$ cat config.mk
export PLATFORM = sky130hd
export DESIGN_NAME = ethernet_mmio_bridge
export DESIGN_NICKNAME = d
export VERILOG_FILES = /design/src/rtl/ethernet_mmio_bridge.sv
export SDC_FILE = /design/constraint.sdc
export NUM_CORES = 1
export LEC_CHECK = 0
export BUFFER_PORTS_ARGS = -buffer_cell sky130_fd_sc_hd__clkbuf_2
export CORE_MARGIN = 1
export CORE_UTILIZATION = 47
export CTS_CLUSTER_SIZE = 28
export DETAILED_ROUTE_END_ITERATION = 7
export GPL_ROUTABILITY_DRIVEN = 1
export MAX_ROUTING_LAYER = met4
export PLACE_DENSITY = 0.87
export SLEW_MARGIN = 20
export SYNTH_ARGS = -nofsm -noshare
export SYNTH_HDL_FRONTEND = slang
export SYNTH_SLANG_ARGS = --single-unit
$ cat constraint.sdc
create_clock -name clk_i -period 4.8 [get_ports clk_i]
set_input_delay 0.48 -clock clk_i [delete_from_list [all_inputs] [get_ports clk_i]]
set_output_delay 0.48 -clock clk_i [all_outputs]
set_load 0.1 [all_outputs]
$ cat src/rtl/ethernet_mmio_bridge.sv
// ethernet_mmio_bridge: valid/ready MMIO front-end for ethernet_controller.
// Issues one-cycle controller strobes and returns one in-order response per request.
module ethernet_mmio_bridge #(
  parameter int data_width_p = 32,
  parameter int addr_width_p = 14,
  parameter int resp_els_p   = 2,
  parameter int rd_timeout_p = 15,
  localparam int max_size_lp   = $clog2(data_width_p / 8),
  localparam int size_width_lp = (max_size_lp == 0) ? 1 : $clog2(max_size_lp + 1)
) (
  input  logic                     clk_i,
  input  logic                     reset_n_i,
  input  logic                     req_v_i,
  output logic                     req_ready_o,
  input  logic                     req_we_i,
  input  logic [addr_width_p-1:0]  req_addr_i,
  input  logic [size_width_lp-1:0] req_size_i,
  input  logic [data_width_p-1:0]  req_data_i,
  output logic                     resp_v_o,
  input  logic                     resp_yumi_i,
  output logic [data_width_p-1:0]  resp_data_o,
  output logic                     resp_err_o,
  output logic [addr_width_p-1:0]  addr_o,
  output logic                     write_en_o,
  output logic                     read_en_o,
  output logic [size_width_lp-1:0] op_size_o,
  output logic [data_width_p-1:0]  write_data_o,
  input  logic [data_width_p-1:0]  read_data_i,
  input  logic                     read_data_v_i,
  output logic                     stray_rdata_o
);

  localparam int ptr_width_lp = (resp_els_p > 1) ? $clog2(resp_els_p) : 1;
  localparam int cnt_width_lp = $clog2(resp_els_p + 1);
  localparam int tmr_width_lp = (rd_timeout_p > 1) ? $clog2(rd_timeout_p) : 1;

  typedef enum logic [0:0] {
    IDLE    = 1'b0,
    WAIT_RD = 1'b1
  } state_e;

  state_e                  state_r, state_n;
  logic [tmr_width_lp-1:0] tmr_r;
  logic                    tmr_clr, tmr_inc;
  logic [ptr_width_lp-1:0] wr_ptr_r, rd_ptr_r;
  logic [cnt_width_lp-1:0] cnt_r;
  logic                    fifo_empty, fifo_full;
  logic                    enq, deq, enq_err;
  logic [data_width_p-1:0] enq_data;
  logic [addr_width_p-1:0] align_mask;
  logic                    legal, ready, strobe;
  logic                    stray_r;

  logic [data_width_p-1:0] mem_data_r [resp_els_p];
  logic                    mem_err_r  [resp_els_p];

  function automatic logic [ptr_width_lp-1:0] ptr_next(input logic [ptr_width_lp-1:0] p);
    return (p == ptr_width_lp'(resp_els_p - 1)) ? '0 : p + ptr_width_lp'(1);
  endfunction

  assign fifo_empty = (cnt_r == '0);
  assign fifo_full  = (cnt_r == cnt_width_lp'(resp_els_p));
  assign deq        = resp_yumi_i & ~fifo_empty;

  assign align_mask = (addr_width_p'(1) << req_size_i) - addr_width_p'(1);
  assign legal      = (req_size_i <= size_width_lp'(max_size_lp))
                    && ((req_addr_i & align_mask) == '0);

  always_ff @(posedge clk_i or negedge reset_n_i) begin
    if (!reset_n_i) state_r <= IDLE;
    else            state_r <= state_n;
  end

  // Ready is gated by reset so every handshake output reads 0 while reset is held.
  always_comb begin
    state_n    = state_r;
    ready      = 1'b0;
    write_en_o = 1'b0;
    read_en_o  = 1'b0;
    enq        = 1'b0;
    enq_data   = '0;
    enq_err    = 1'b0;
    tmr_clr    = 1'b0;
    tmr_inc    = 1'b0;
    case (state_r)
      IDLE: begin
        ready = reset_n_i & ~fifo_full;
        if (req_v_i && ready) begin
          if (!legal) begin
            enq     = 1'b1;
            enq_err = 1'b1;
          end else if (req_we_i) begin
            write_en_o = 1'b1;
            enq        = 1'b1;
          end else begin
            read_en_o = 1'b1;
            tmr_clr   = 1'b1;
            state_n   = WAIT_RD;
          end
        end
      end
      WAIT_RD: begin
        if (read_data_v_i) begin
          enq      = 1'b1;
          enq_data = read_data_i;
          state_n  = IDLE;
        end else if (tmr_r == tmr_width_lp'(rd_timeout_p - 1)) begin
          enq      = 1'b1;
          enq_data = '1;
          enq_err  = 1'b1;
          state_n  = IDLE;
        end else begin
          tmr_inc = 1'b1;
        end
      end
      default: state_n = IDLE;
    endcase
  end

  assign req_ready_o  = ready;
  assign strobe       = write_en_o | read_en_o;
  assign addr_o       = strobe ? req_addr_i : '0;
  assign op_size_o    = strobe ? req_size_i : '0;
  assign write_data_o = strobe ? req_data_i : '0;

  // tmr_r counts wait cycles already spent, so the timeout fires on the rd_timeout_p-th one.
  always_ff @(posedge clk_i or negedge reset_n_i) begin
    if (!reset_n_i)   tmr_r <= '0;
    else if (tmr_clr) tmr_r <= '0;
    else if (tmr_inc) tmr_r <= tmr_r + tmr_width_lp'(1);
  end

  always_ff @(posedge clk_i or negedge reset_n_i) begin
    if (!reset_n_i) begin
      wr_ptr_r <= '0;
      rd_ptr_r <= '0;
      cnt_r    <= '0;
    end else begin
      if (enq) wr_ptr_r <= ptr_next(wr_ptr_r);
      if (deq) rd_ptr_r <= ptr_next(rd_ptr_r);
      case ({enq, deq})
        2'b10:   cnt_r <= cnt_r + cnt_width_lp'(1);
        2'b01:   cnt_r <= cnt_r - cnt_width_lp'(1);
        default: cnt_r <= cnt_r;
      endcase
    end
  end

  always_ff @(posedge clk_i) begin
    if (enq) begin
      mem_data_r[wr_ptr_r] <= enq_data;
      mem_err_r[wr_ptr_r]  <= enq_err;
    end
  end

  assign resp_v_o    = ~fifo_empty;
  assign resp_data_o = fifo_empty ? '0 : mem_data_r[rd_ptr_r];
  assign resp_err_o  = ~fifo_empty & mem_err_r[rd_ptr_r];

  always_ff @(posedge clk_i or negedge reset_n_i) begin
    if (!reset_n_i)                                  stray_r <= 1'b0;
    else if (read_data_v_i && (state_r != WAIT_RD)) stray_r <= 1'b1;
  end

  assign stray_rdata_o = stray_r;

endmodule

# [Yosys cells after proc, flatten, opt, wreduce, memory -nomap -nowiden]
# Memory sizes are Yosys's and may differ from the RTL's.
# Index checks and enable logic that the tools add are counted.
[totals] register_bits=10 mem_bits_rw=66 inputBits=86 output_inout_bits=86 elab_cells=71 mem_count=2
[classes] n_addsub=6 n_lt_le_gt_ge=1 eq_ne=4 shifts=1 n_mux=36 n_bitwise=8 reduce_logical=7
[memory_table] memory="mem_data_r" depth=2 width=32 rd=1 rd_clocked_by_memory_dff=0 wr=1 line="54" source="logic [data_width_p-1:0] mem_data_r [resp_els_p];"
[memory_table] memory="mem_err_r" depth=2 width=1 rd=1 rd_clocked_by_memory_dff=0 wr=1 line="55" source="logic mem_err_r [resp_els_p];"
[ops] operator="$mux 32" n=5
[ops] operator="$mux 1" n=23
[ops] operator="$and 14x14->14" n=1
[ops] operator="$logic_not 14->1" n=1
[ops] operator="$mux 14" n=1
[ops] operator="$shl 1x2->14 const A" n=1
[ops] operator="$sub 14x2->14 const B" n=1
[ops] operator="$mux 4" n=2
[ops] operator="$pmux 1 s2" n=3
[ops] operator="$add 4x1->4 const B" n=1
[ops] operator="$eq 2x2->1 const B" n=2
[ops] operator="$eq 4x4->1 const B" n=1
[ops] operator="$pmux 2 s2" n=1
[ops] operator="$reduce_bool 2->1" n=2
[ops] operator="$and 1x1->1" n=3
[ops] operator="$logic_and 1x1->1" n=3
[ops] operator="$not 1->1" n=3
[ops] operator="$add 1x1->1 const B" n=2
[ops] operator="$add 2x1->2 const B" n=1
[ops] operator="$eq 2x1->1 const B" n=1
[ops] operator="$le 2x2->1 const B" n=1
[ops] operator="$logic_not 2->1" n=1
[ops] operator="$mux 2" n=1
[ops] operator="$sub 2x1->2 const B" n=1
[ops] operator="$or 1x1->1" n=1

# [Logic depth before layout (Yosys ltp)]
[depth] ltp_word=10 mapped_depth=11 mapped_depth_nobuf=11

# [Worst setup path before layout]
# OpenSTA, ideal clock, no wires.
[synth_path] kind="in2reg" start="input port req_size_i[1]" end="memory mem_data_r[0][0], enable pin" setup_time_ns=0.478 t_arrival_ns=4.104 required_time_ns=4.322 path_slack_ns=0.218 path_stages=5 path_buffers=0 cell_sequence="or2_2 > ha_1 > o221ai_1 > nor3_1 > a221oi_1"
[synth_between] elab_chain_cells=10 word_cells_on_any_way=11 cone_classes="add/sub (1); order compare (1); shift (1); mux (5); bitwise (1); reduce/logical (2)"
[synth_rtl] element="start: declaration" line="17" source="input logic [size_width_lp-1:0] req_size_i,"
[synth_rtl] element="$shl 1x2->14" line="65" source="assign align_mask = (addr_width_p'(1) << req_size_i) - addr_width_p'(1);"
[synth_rtl] element="$sub 14x2->14" line="65"
[synth_rtl] element="$and 14x14->14" line="67" source="&& ((req_addr_i & align_mask) == '0);"
[synth_rtl] element="$logic_not 14->1" line="67"
[synth_rtl] element="$logic_and 1x1->1 *" line="67"
[synth_rtl] element="$mux 1 *" line="89" source="if (!legal) begin"
[synth_rtl] element="$mux 1 *" line="88" source="if (req_v_i && ready) begin"
[synth_rtl] element="$pmux 1 s2 *" line="85" source="case (state_r)"
[synth_rtl] element="$mux 1 *" line="150" source="if (enq) begin"
[synth_rtl] element="$mux 1 (not written as such) *" line="151" source="mem_data_r[wr_ptr_r] <= enq_data;"
[synth_rtl] element="end: declaration" line="54"
# Mark *: on every way between the ends. The rest lies on a longest branch, timed or not.

# [Final worst setup path]
[layout_path] start="input port reset_n_i" end="output port write_data_o[6]"
[layout_between] elab_chain_cells=6 word_cells_on_any_way=8 cone_classes="mux (5); bitwise (2); reduce/logical (1)"
[layout_rtl] element="start: declaration" line="12" source="input logic reset_n_i,"
[layout_rtl] element="$and 1x1->1 *" line="87" source="ready = reset_n_i & ~fifo_full;"
[layout_rtl] element="$logic_and 1x1->1 *" line="88"
[layout_rtl] element="$mux 1" line="88"
[layout_rtl] element="$mux 1" line="85"
[layout_rtl] element="$or 1x1->1 *" line="121" source="assign strobe = write_en_o | read_en_o;"
[layout_rtl] element="$mux 32 *" line="124" source="assign write_data_o = strobe ? req_data_i : '0;"
[layout_rtl] element="end: declaration" line="27" source="output logic [data_width_p-1:0] write_data_o,"
# Marked as above.

==> results.txt <==
The run gives 7.44 ps as the clock skew after layout. The area of the die came out at 0.00851 mm^2. The total wirelength of the detailed-routed design was 8.50 mm. The run gives 0 as the final number of hold-violating endpoints. The minimum clock period was 3520 ps; the clock sink count was 76. The depth of the most critical reg-to-reg path works out to 7. The count of buffers added on input and output ports is 171. For the worst setup path, the data required time is 4320 ps.

The number of remaining DRC errors was 0. The setup path with the least slack is of type primary input to primary output. At the end of the flow, the number of nets in the layout was 601. Entering global routing, the biggest net connects 50 pins.

The design draws 3.30 mW. The most used flip-flop cell after synthesis is sky130_fd_sc_hd__edfxtp_1. The tools report the final count of pins violating max slew as 0. Class of the tightest hold or removal check: primary input to register. The core region is 0.00781 mm^2.

IR analysis of the VDD net gives a maximum drop of 0.303 mV. The CTS root buffer was sky130_fd_sc_hd__clkbuf_8. The critical path ends at write_data_o[6].

Of the post-synthesis cell area, the part taken by muxes is 8.89%. The final route contains 3053 vias. Summed over its instances, the top area cell type makes up 51.8% of the synthesized netlist area. The run gives 9 as the clock buffer count from CTS. The synthesized-area fraction occupied by ao, oa, aoi and oai cells is 7.78%, and the share of layout cells above drive strength 1 is 38.3%.

The number of antenna violations at the first check in global routing was 0; the starting utilization of the core area was 49.0%. The largest family of logic cells by synthesized area was simple AND/OR/NAND/NOR gates. In this run the static leakage power is 2.44 nW.

Transition time at the pin with the least slew margin: 1000 ps. The pre-antenna-repair detailed-routing pass consisted of 4 iterations. The total overflow reported by the global router is 0, and the via density per instance is 4.96. The first routing iteration left 93 violations.

Setup violations remaining at the end of the flow were counted as 0. The tools report the global placer's final weighted congestion as 0.890. The H-tree level count was 3; the area added between synthesis and finish was 30.3%. The clock reaches the later pin of the worst-skew pair after 340 ps.

The synthesized cell area is 0.00383 mm^2, and the wire length per cell after detailed routing is 13.8 um. The synthesized-area fraction occupied by adder cells was 1.63%. In this run the critical register-to-register path is captured at mem_data_r[1][20].

The die is 92.3 um tall. The tools report the count of buffers added by post-CTS timing repair for setup as 0. Setup repair after global routing left no endpoint under its margin. Detailed placement finished with a half-perimeter wire length of 6.24 mm. The repair_antennas step left the layout with diodes totalling 0. Counting flops with an async set or reset pin after synthesis yields a share of 13.2%.

The kind of capture point of the worst setup path is a primary output. STA classifies the critical path startpoint as a primary input. In this run the worst path has a maximum fanout of 49.

The worst slew slack as a fraction of its limit is 33.2%, and the number of enable-type register cells in the synthesized netlist is 66. The number of instances in the synthesized netlist is 341, and the count of warnings emitted by yosys is 0. Once detail routing completed, the nets flagged for antenna violations numbered 0. In the finished design, the share of the clock period the worst path needs comes to 73.3%. The netlist uses 39 different library cells.

For the final routed database, the setup TNS stands at 0 ps. The power per cell area is 661 mW/mm^2. TritonCTS built the clock tree. The logs give 284 MHz for the top achievable clock speed and 2916 for the via count of the first global-routing pass. Data arrives at the worst endpoint at 3040 ps.

The net count of the mapped netlist came out at 432. The tools report the origin of the worst setup path as reset_n_i. The clock-pin slew on the worst setup and hold paths came out at 70 ps.

In this run the count of I/O pins placed on the die edge is 172. A synthesized cell averages 11.2 um^2. Across the run, the number of max-cap violations was 0.

The flow ran to the end, and the final reports show no timing, DRC or antenna violations. The count of instances resized after the clock tree is built is 0, and the setup slack of the worst register-to-register path is 1790 ps. In this run the deepest clock path goes through 2 buffers. The post-synthesis sequential element count came out at 76. The area fraction in and, or, nand and nor cells after synthesis is 16.1%, and the aggregate global-route resource usage is 20.6%.

The critical register-to-register path startpoint is tmr_r[0]. Of the total synthesized cell area, the portion taken by XOR and XNOR cells is 1.14%. Width of the chip: 92.3 um. Summed over all instances, the cell type with the most area after synthesis is sky130_fd_sc_hd__edfxtp_1. Sequential cells were found to cover 58.3% of the synthesized design area. After synthesis, the cell types taking the most area are sky130_fd_sc_hd__edfxtp_1 52%, sky130_fd_sc_hd__mux2i_1 8.9%, sky130_fd_sc_hd__and2_1 8.5%. The number of rows in the core area was 32; the global-route wire length before repair was 12.9 mm.
[synth_stat cells (all sizes together) (2+ instances only)]
master and instances:
xnor2 2, a21oi 35, edfxtp 66, and2 52, a21o 2, nand2b 3, nand2 6, nor4 3
ha 5, nor3 3, dfrtp 10, o21ai 3, mux2i 34, clkbuf 13, inv 38, nand3 4
xor2 3, nor2b 2, buf 6, nor2 37
[sequential cells by signal, summed over array words and instances, names as in the netlist]
signal	count
cnt_r	2
wr_ptr_r	1
state_r	1
mem_data_r	64
rd_ptr_r	1
tmr_r	4
stray_rdata_o	1
mem_err_r	2
[cells in the final DEF (no fill, tap or decap), types with 5 or more instances in the layout]
master,synthesis,routed
sky130_fd_sc_hd__nand2_1,6,6
sky130_fd_sc_hd__clkbuf_8,0,9
sky130_fd_sc_hd__edfxtp_1,66,66
sky130_fd_sc_hd__and2_1,52,52
sky130_fd_sc_hd__nor2_1,37,36
sky130_fd_sc_hd__mux2i_1,34,34
sky130_fd_sc_hd__a21oi_1,34,34
sky130_fd_sc_hd__clkbuf_2,0,171
sky130_fd_sc_hd__ha_1,5,5
sky130_fd_sc_hd__inv_1,38,38
sky130_fd_sc_hd__dfrtp_1,10,9
[where the power goes]
part | internal [mW] | switching, mW
clock | 0.236 | 0.211
sequential | 0.824 | 0.118
combinational | 0.329 | 1.58
total | 1.39 | 1.91
[worst max-delay path: stages]
cell	delay, ps
sky130_fd_sc_hd__dlygate4sd3_1	520
sky130_fd_sc_hd__clkbuf_2	270
sky130_fd_sc_hd__nor2b_1	230
sky130_fd_sc_hd__nand3_1	300
sky130_fd_sc_hd__nor4_4	220
sky130_fd_sc_hd__buf_4	350
sky130_fd_sc_hd__and2_1	200
sky130_fd_sc_hd__clkbuf_2	460
[routing by layer]
layer | global-route usage [%] | share of wire, % | up-vias
met4 | 8.20 | 1.5 | 0
met1 | 20.9 | 38 | 1409
li1 | - | - | 1507
met2 | 38.6 | 54 | 127
met5 | - | 0 | -
met3 | 4.06 | 5.5 | 10
[worst min-delay path by stage]
stage	from	endpoint	slack [ps]	cells after the start
CTS	resp_yumi_i	rd_ptr_r	440	3
detailed placement	reset_n_i	cnt_r[0]	370	1
global route	resp_yumi_i	rd_ptr_r	460	3
finish	resp_yumi_i	rd_ptr_r	460	3
floorplan	reset_n_i	cnt_r[0]	180	0
global placement	reset_n_i	cnt_r[1]	360	1
[through the flow]
stage | cells | cell area [um^2] | util (%) | worst slack, ps | hold WS [ps]
2_1_floorplan | 341 | 3830 | - | 218 | 184
3_3_place_gp | 600 | 4800 | 61.5 | 1450 | 363
3_5_place_dp | 600 | 4800 | 61.5 | 1380 | 367
4_1_cts | 616 | 4990 | 63.9 | 1240 | 444
5_1_grt | 616 | 4990 | 63.9 | 1070 | 463
6_report | 616 | 4990 | 63.9 | 1280 | 458
[cell type report]
class                   instances  area, um^2
flip-flops and latches         76        2230
multi-input cells             208        1390
well taps                     102         128
clock buffers                  10         128
clock inverters                 5        52.6
repair buffers                177         916
fillers                       627        2820
inverters                      38         143
[cell families (layout without fill, tap and decap cells)]
family / count (synthesis) / in the layout
AOI/OAI and AO/OA: 50 / 50
buffers and inverters: 57 / 230
DFF: 76 / 76
and+or+nand+nor: 114 / 114
muxes: 34 / 34
xor gates and xnor gates: 5 / 5
adders and majority gates: 5 / 5
[timing repair]
| item | 4_1_cts | 5_1_grt |
|---|---|---|
| hold buffers | 1 | 0 |
| endpoints found under the setup margin | 0 | 0 |
| hold endpoints to repair | 10 | 0 |
Note: power is estimated with default switching activity, not from simulation.
